File: src/rtl/filt_pkg.sv
// Shared constants for the filters sequencer.
// Filter select codes and FSM state encodings.
package filt_pkg;

    localparam logic [1:0] FILT_SEL_LPF     = 2'b00;
    localparam logic [1:0] FILT_SEL_HPF     = 2'b01;
    localparam logic [1:0] FILT_SEL_BPF     = 2'b10;
    localparam logic [1:0] FILT_SEL_INVALID = 2'b11;

    typedef enum logic [1:0] {
        IDLE  = 2'b00,
        START = 2'b01,
        WAIT  = 2'b10
    } filt_state_t;

    // An invalid request keeps whatever filter was selected before.
    function automatic logic [1:0] next_sel(
        input logic [1:0] cur,
        input logic [1:0] req
    );
        return (req == FILT_SEL_INVALID) ? cur : req;
    endfunction

endpackage

File: src/rtl/filt_wdog.sv
// Loadable cycle counter with clear, enable and terminal flag.
// Used both for the start pulse length and for the hang watchdog.
module filt_wdog #(
    parameter int W = 8
) (
    input  logic         clk,
    input  logic         rstn,
    input  logic         clr,
    input  logic         load,
    input  logic [W-1:0] load_val,
    input  logic         en,
    input  logic [W-1:0] term_val,
    output logic         term
);

    logic [W-1:0] cnt;

    // Counter: clear has priority over load, load over count.
    always_ff @(posedge clk or negedge rstn) begin
        if (!rstn)
            cnt <= '0;
        else if (clr)
            cnt <= '0;
        else if (load)
            cnt <= load_val;
        else if (en)
            cnt <= cnt + 1'b1;
    end

    assign term = en && (cnt == term_val);

endmodule

File: src/rtl/filt_sample_sched.sv
// Sample scheduler: latches an XADC sample, starts the filters,
// waits for completion and captures the result; flags overruns/hangs.
module filt_sample_sched
    import filt_pkg::*;
#(
    parameter int XADC_DATA_SIZE  = 16,
    parameter int START_PULSE_LEN = 2,
    parameter int TIMEOUT_CYCLES  = 4096,
    parameter int OVR_CNT_W       = 8
) (
    input  logic                      clk,
    input  logic                      rstn,
    input  logic                      en,
    input  logic                      smp_valid,
    input  logic [XADC_DATA_SIZE-1:0] smp_data,
    input  logic [1:0]                sel_req,
    output logic                      filt_start,
    output logic [1:0]                filt_select,
    output logic [XADC_DATA_SIZE-1:0] filt_input,
    input  logic [XADC_DATA_SIZE-1:0] filt_result,
    input  logic                      filt_done,
    output logic                      res_valid,
    output logic [XADC_DATA_SIZE-1:0] res_data,
    output logic [1:0]                res_sel,
    output logic                      busy,
    output logic [OVR_CNT_W-1:0]      ovr_cnt,
    output logic                      timeout_err,
    input  logic                      clr_err
);

    localparam int PW = $clog2(START_PULSE_LEN + 1);
    localparam int TW = $clog2(TIMEOUT_CYCLES + 1);

    filt_state_t state, state_n;

    logic idle, accept, ovr, go, tmo;
    logic filt_done_d, done_edge, done_pend;
    logic pulse_term, tmo_term;

    assign idle       = (state == IDLE);
    assign busy       = ~idle;
    assign filt_start = (state == START);
    assign accept     = idle & smp_valid & en;
    assign ovr        = smp_valid & busy;
    assign done_edge  = filt_done & ~filt_done_d;

    // Both counters start at 1 on accept so the count equals the
    // number of the current busy cycle.
    filt_wdog #(.W(PW)) u_pulse (
        .clk      (clk),
        .rstn     (rstn),
        .clr      (idle & ~accept),
        .load     (accept),
        .load_val (PW'(1)),
        .en       (filt_start),
        .term_val (PW'(START_PULSE_LEN)),
        .term     (pulse_term)
    );

    filt_wdog #(.W(TW)) u_tmo (
        .clk      (clk),
        .rstn     (rstn),
        .clr      (idle & ~accept),
        .load     (accept),
        .load_val (TW'(1)),
        .en       (busy),
        .term_val (TW'(TIMEOUT_CYCLES - 1)),
        .term     (tmo_term)
    );

    // State register.
    always_ff @(posedge clk or negedge rstn) begin
        if (!rstn)
            state <= IDLE;
        else
            state <= state_n;
    end

    // Next state; a completion in the same cycle as the timeout wins.
    always_comb begin
        state_n = state;
        go      = 1'b0;
        tmo     = 1'b0;
        unique case (state)
            IDLE: begin
                if (accept)
                    state_n = START;
            end
            START: begin
                if (tmo_term) begin
                    tmo     = 1'b1;
                    state_n = IDLE;
                end else if (pulse_term) begin
                    state_n = WAIT;
                end
            end
            WAIT: begin
                if (done_edge | done_pend) begin
                    go      = 1'b1;
                    state_n = IDLE;
                end else if (tmo_term) begin
                    tmo     = 1'b1;
                    state_n = IDLE;
                end
            end
            default: state_n = IDLE;
        endcase
    end

    // Done edge detect; an edge seen during START is held until WAIT.
    always_ff @(posedge clk or negedge rstn) begin
        if (!rstn) begin
            filt_done_d <= 1'b0;
            done_pend   <= 1'b0;
        end else begin
            filt_done_d <= filt_done;
            done_pend   <= filt_start & (done_pend | done_edge);
        end
    end

    // Sample and select latch, held for the whole operation.
    always_ff @(posedge clk or negedge rstn) begin
        if (!rstn) begin
            filt_input  <= '0;
            filt_select <= FILT_SEL_LPF;
        end else if (accept) begin
            filt_input  <= smp_data;
            filt_select <= next_sel(filt_select, sel_req);
        end
    end

    // Result capture with a one-cycle valid pulse.
    always_ff @(posedge clk or negedge rstn) begin
        if (!rstn) begin
            res_valid <= 1'b0;
            res_data  <= '0;
            res_sel   <= FILT_SEL_LPF;
        end else begin
            res_valid <= go;
            if (go) begin
                res_data <= filt_result;
                res_sel  <= filt_select;
            end
        end
    end

    // Error state; a same-cycle event lands after the clear.
    always_ff @(posedge clk or negedge rstn) begin
        if (!rstn) begin
            ovr_cnt     <= '0;
            timeout_err <= 1'b0;
        end else begin
            if (clr_err)
                ovr_cnt <= OVR_CNT_W'(ovr);
            else if (ovr && !(&ovr_cnt))
                ovr_cnt <= ovr_cnt + 1'b1;
            timeout_err <= (timeout_err & ~clr_err) | tmo;
        end
    end

endmodule

File: config.mk
export PLATFORM = sky130hd
export DESIGN_NAME = filt_sample_sched
export DESIGN_NICKNAME = d
export VERILOG_FILES = /design/src/rtl/filt_pkg.sv /design/src/rtl/filt_wdog.sv /design/src/rtl/filt_sample_sched.sv
export SDC_FILE = /design/constraint.sdc
export NUM_CORES = 1
export LEC_CHECK = 0
export ABC_CLOCK_PERIOD_IN_PS = 2400
export CAP_MARGIN = 15
export CELL_PAD_IN_SITES_DETAIL_PLACEMENT = 0
export CELL_PAD_IN_SITES_GLOBAL_PLACEMENT = 1
export CORE_UTILIZATION = 36
export CTS_CLUSTER_SIZE = 16
export DETAILED_ROUTE_END_ITERATION = 6
export PLACE_DENSITY = 0.8
export RECOVER_POWER = 25
export SYNTH_ARGS = -nofsm -noshare
export SYNTH_HDL_FRONTEND = slang
export SYNTH_SLANG_ARGS = --single-unit
export TNS_END_PERCENT = 5
File: constraint.sdc
create_clock -name clk -period 2.4 [get_ports clk]
set_input_delay 0.36 -clock clk [delete_from_list [all_inputs] [get_ports clk]]
set_output_delay 0.36 -clock clk [all_outputs]
set_load 0.1 [all_outputs]
==> flow_metrics.env <==
export IMPL_grt_max_degree=66
export IMPL_crit_slowest_cell="dfrtp_1"
export IMPL_ys_warn_count=0
export IMPL_drcViolationCount=0
export IMPL_start_util_pct=38.1
export IMPL_path_buf_inv=2
export IMPL_rr_worst_depth=7
export IMPL_synthArstFlopShare_pct=100
export IMPL_min_path_type="reg -> reg"
export IMPL_synth_area_per_cell_um2=12.4
export IMPL_synth_area_um2=2840
export IMPL_r2r_slack_ns=0.49
export IMPL_yosysSeqAreaShare_pct=57.4
export IMPL_synth_area_leader_cell="dfrtp_1"
export IMPL_critPathKind="reg -> reg"
export IMPL_fin_tns_setup_ns=0
export IMPL_required_ns=2.61
export IMPL_regArea_um2=1630
export IMPL_period_needed_ns=1.91
export IMPL_crit_arrival_ns=2.12
export IMPL_die_w_um=90.7
export IMPL_preCtsSetupSlack_ns=0.430
export IMPL_area_delta_synth_final_pct=39.3
export IMPL_postRouteAntennaNets=0
export IMPL_final_util_pct=53.0
export IMPL_period_share_pct=79.7
export IMPL_crit_start="state[0]"
export IMPL_fmax_ghz=0.523
export IMPL_post_cts_setup_buffer_count=0
export IMPL_fin_nets=372
export IMPL_cts_tree="yes"
export IMPL_nFillCells=689
export IMPL_clock_latency_ns=0.33
export IMPL_antenna_found_initial=0
export IMPL_synth_cells=228
export IMPL_cpPeakStageDelay_ns=0.38
export IMPL_clock_skew_ns=0.0127
export IMPL_yosys_top_cells_count="dfrtp_1 (65), mux2_2 (35), nor2_1 (24)"
export IMPL_postCtsHoldBufs=0
export IMPL_drt_initial_drc_count=79
export IMPL_ys_types=39
export IMPL_cts_buffer_depth=2
export IMPL_min_from="u_tmo.cnt[0]"
export IMPL_drive_above_1_share_pct=34.2
export IMPL_clkTransAtPathRegs_ns=0.07
export IMPL_gp_congestion=0.794
export IMPL_holdWs_ns=0.503
export IMPL_rows=31
export IMPL_tightest_slew_ns=1.60
export IMPL_crit_path_max_fanout=13
export IMPL_cts_root_buf="clkbuf_8"
export IMPL_num_io_pins=88
export IMPL_ys_ff_latch=65
export IMPL_violations="capacitance limit, slew limit"
export IMPL_grt_pass1_wl_um=9540
export IMPL_synth_edf_count=0
export IMPL_grt_use_total_pct=14.8
export IMPL_cts_resized_gates=0
export IMPL_clkSinkCount=65
export IMPL_wl_um=5700
export IMPL_synth_top_area_share_pct=57.4
export IMPL_cp_end_kind="flip-flop"
export IMPL_num_vias=2004
export IMPL_r2r_end="state[0]"
export IMPL_viasPerCell=4.67
export IMPL_slew_headroom_pct=-6.87
export IMPL_core_um2=7450
export IMPL_multi_input_area_um2=1140
export IMPL_grt_pass1_vias=1962
export IMPL_crit_chain="inv_1 -> ha_1 -> buf_4 -> nor2_1 -> nor4b_4 -> o21bai_2 -> mux2_4"
export IMPL_die_area_um2=8230
export IMPL_synth_area_leaders="dfrtp_1 (57%), mux2_2 (14%), nor2_1 (3.2%), ha_1 (3.1%), xnor2_1 (2.5%)"
export IMPL_rsz0062_at_grt="false"
export IMPL_die_h_um=90.7
export IMPL_finalSetupViolations=0
export IMPL_wl_met3_um=299
export IMPL_place_hpwl_um=3990
export IMPL_syn_nets=275
export IMPL_grt_overflow_total=0
export IMPL_setup_ws_ns=0.487
export IMPL_drtPass1Iterations=5
export IMPL_io_buffers=87
export IMPL_hold_viol=0
export IMPL_run_status="finished, violations left"
export IMPL_ctsHtreeMaxLevel=3
export IMPL_synthFlopType="dfrtp_1"
export IMPL_final_max_slew_viol_count=66
export IMPL_hold_end="u_tmo.cnt[0]"
export IMPL_wl_met2_um=2760
export IMPL_highest_layer="met4"
export IMPL_cts_buffers=9
export IMPL_startpoint_type="flip-flop"
export IMPL_num_antenna_cells=0
export IMPL_maxCapViolations=1
export IMPL_regToRegStartpoint="state[0]"
export IMPL_wl_met1_um=2510
export IMPL_yosysMostFrequentCell="dfrtp_1"
export IMPL_wire_per_inst_um=13.3
export IMPL_cpLargestDelayFamily="flip-flops"
export IMPL_whs_path_depth=1
[worst max path at each step]
stage                       endpoint  slack [ns]  cells past startpoint
final                       state[0]        0.49                      7
after floorplan             state[0]        0.11                      7
after detailed placement  ovr_cnt[5]        0.43                      5
after CTS                   state[0]        0.46                      7
after global routing        state[0]        0.33                      7
after global placement    ovr_cnt[5]        0.44                      5
[cell type report]
type	count	share of cell area, %
multi-input cells	147	28.9
clock buffers	10	3.48
inverters	10	0.950
clock inverters	6	2.25
well taps	99	3.14
repair buffers	92	20.1
flip-flops and latches	65	41.2
[placed cells by master, fill, tap and decap left out, types with 2 or more instances in the layout]
cell type,count
nand4_1,2
dfrtp_1,65
xor2_1,5
mux2_2,35
and3_1,4
nor2_1,24
nor2b_1,6
clkinvlp_4,2
or3_2,2
bufinv_16,2
inv_1,10
nor4_1,2
mux2i_1,2
clkdlybuf4s50_1,38
nand3_1,7
o21ai_0,5
buf_4,51
o211ai_1,3
clkbuf_8,10
a21oi_1,9
xnor2_1,8
ha_1,7
nand2_1,6
nor3_1,4
[stage by stage]
stage	cell area, µm²	instances
2_1_floorplan	2840	228
6_report	3950	429
3_5_place_dp	3740	413
5_1_grt	3950	429
3_3_place_gp	3740	413
4_1_cts	3970	429
[sequential cells by signal (all words and copies together), names as in the netlist, 2 cells and up]
signal	count
ovr_cnt	8
u_tmo.cnt	13
res_data	16
u_pulse.cnt	2
res_sel	2
filt_input	16
state	2
filt_select	2
[metal layers]
layer | global-route usage [%] | vias up
li1 | - | 992
met1 | 18.6 | 949
met2 | 23.4 | 53
met3 | 4.04 | 10
met4 | 7.39 | 0
met5 | 0 | -
[worst register-to-register path, cell delays in order (launching register included)]
cell	delay, ns
dfrtp_1	0.38
inv_1	0.09
ha_1	0.29
buf_4	0.22
nor2_1	0.10
nor4b_4	0.28
o21bai_2	0.13
mux2_4	0.30
[kinds of logic (layout without fill, tap and decap cells)]
logic type / Yosys count / in the layout / share of synthesized area [%]
xor gates and xnor gates: 13 / 13 / 4.02
adders and majority gates: 7 / 7 / 3.09
muxes: 38 / 38 / 15.1
DFF: 65 / 65 / 57.4
and+or+nand+nor: 66 / 66 / 13.0
AOI/OAI and AO/OA: 23 / 23 / 5.08
buffers and inverters: 16 / 118 / 2.34
Power is left out: the tool's default activity adds up to more than one toggle a clock period on the data nets, which glitch-free logic cannot reach.
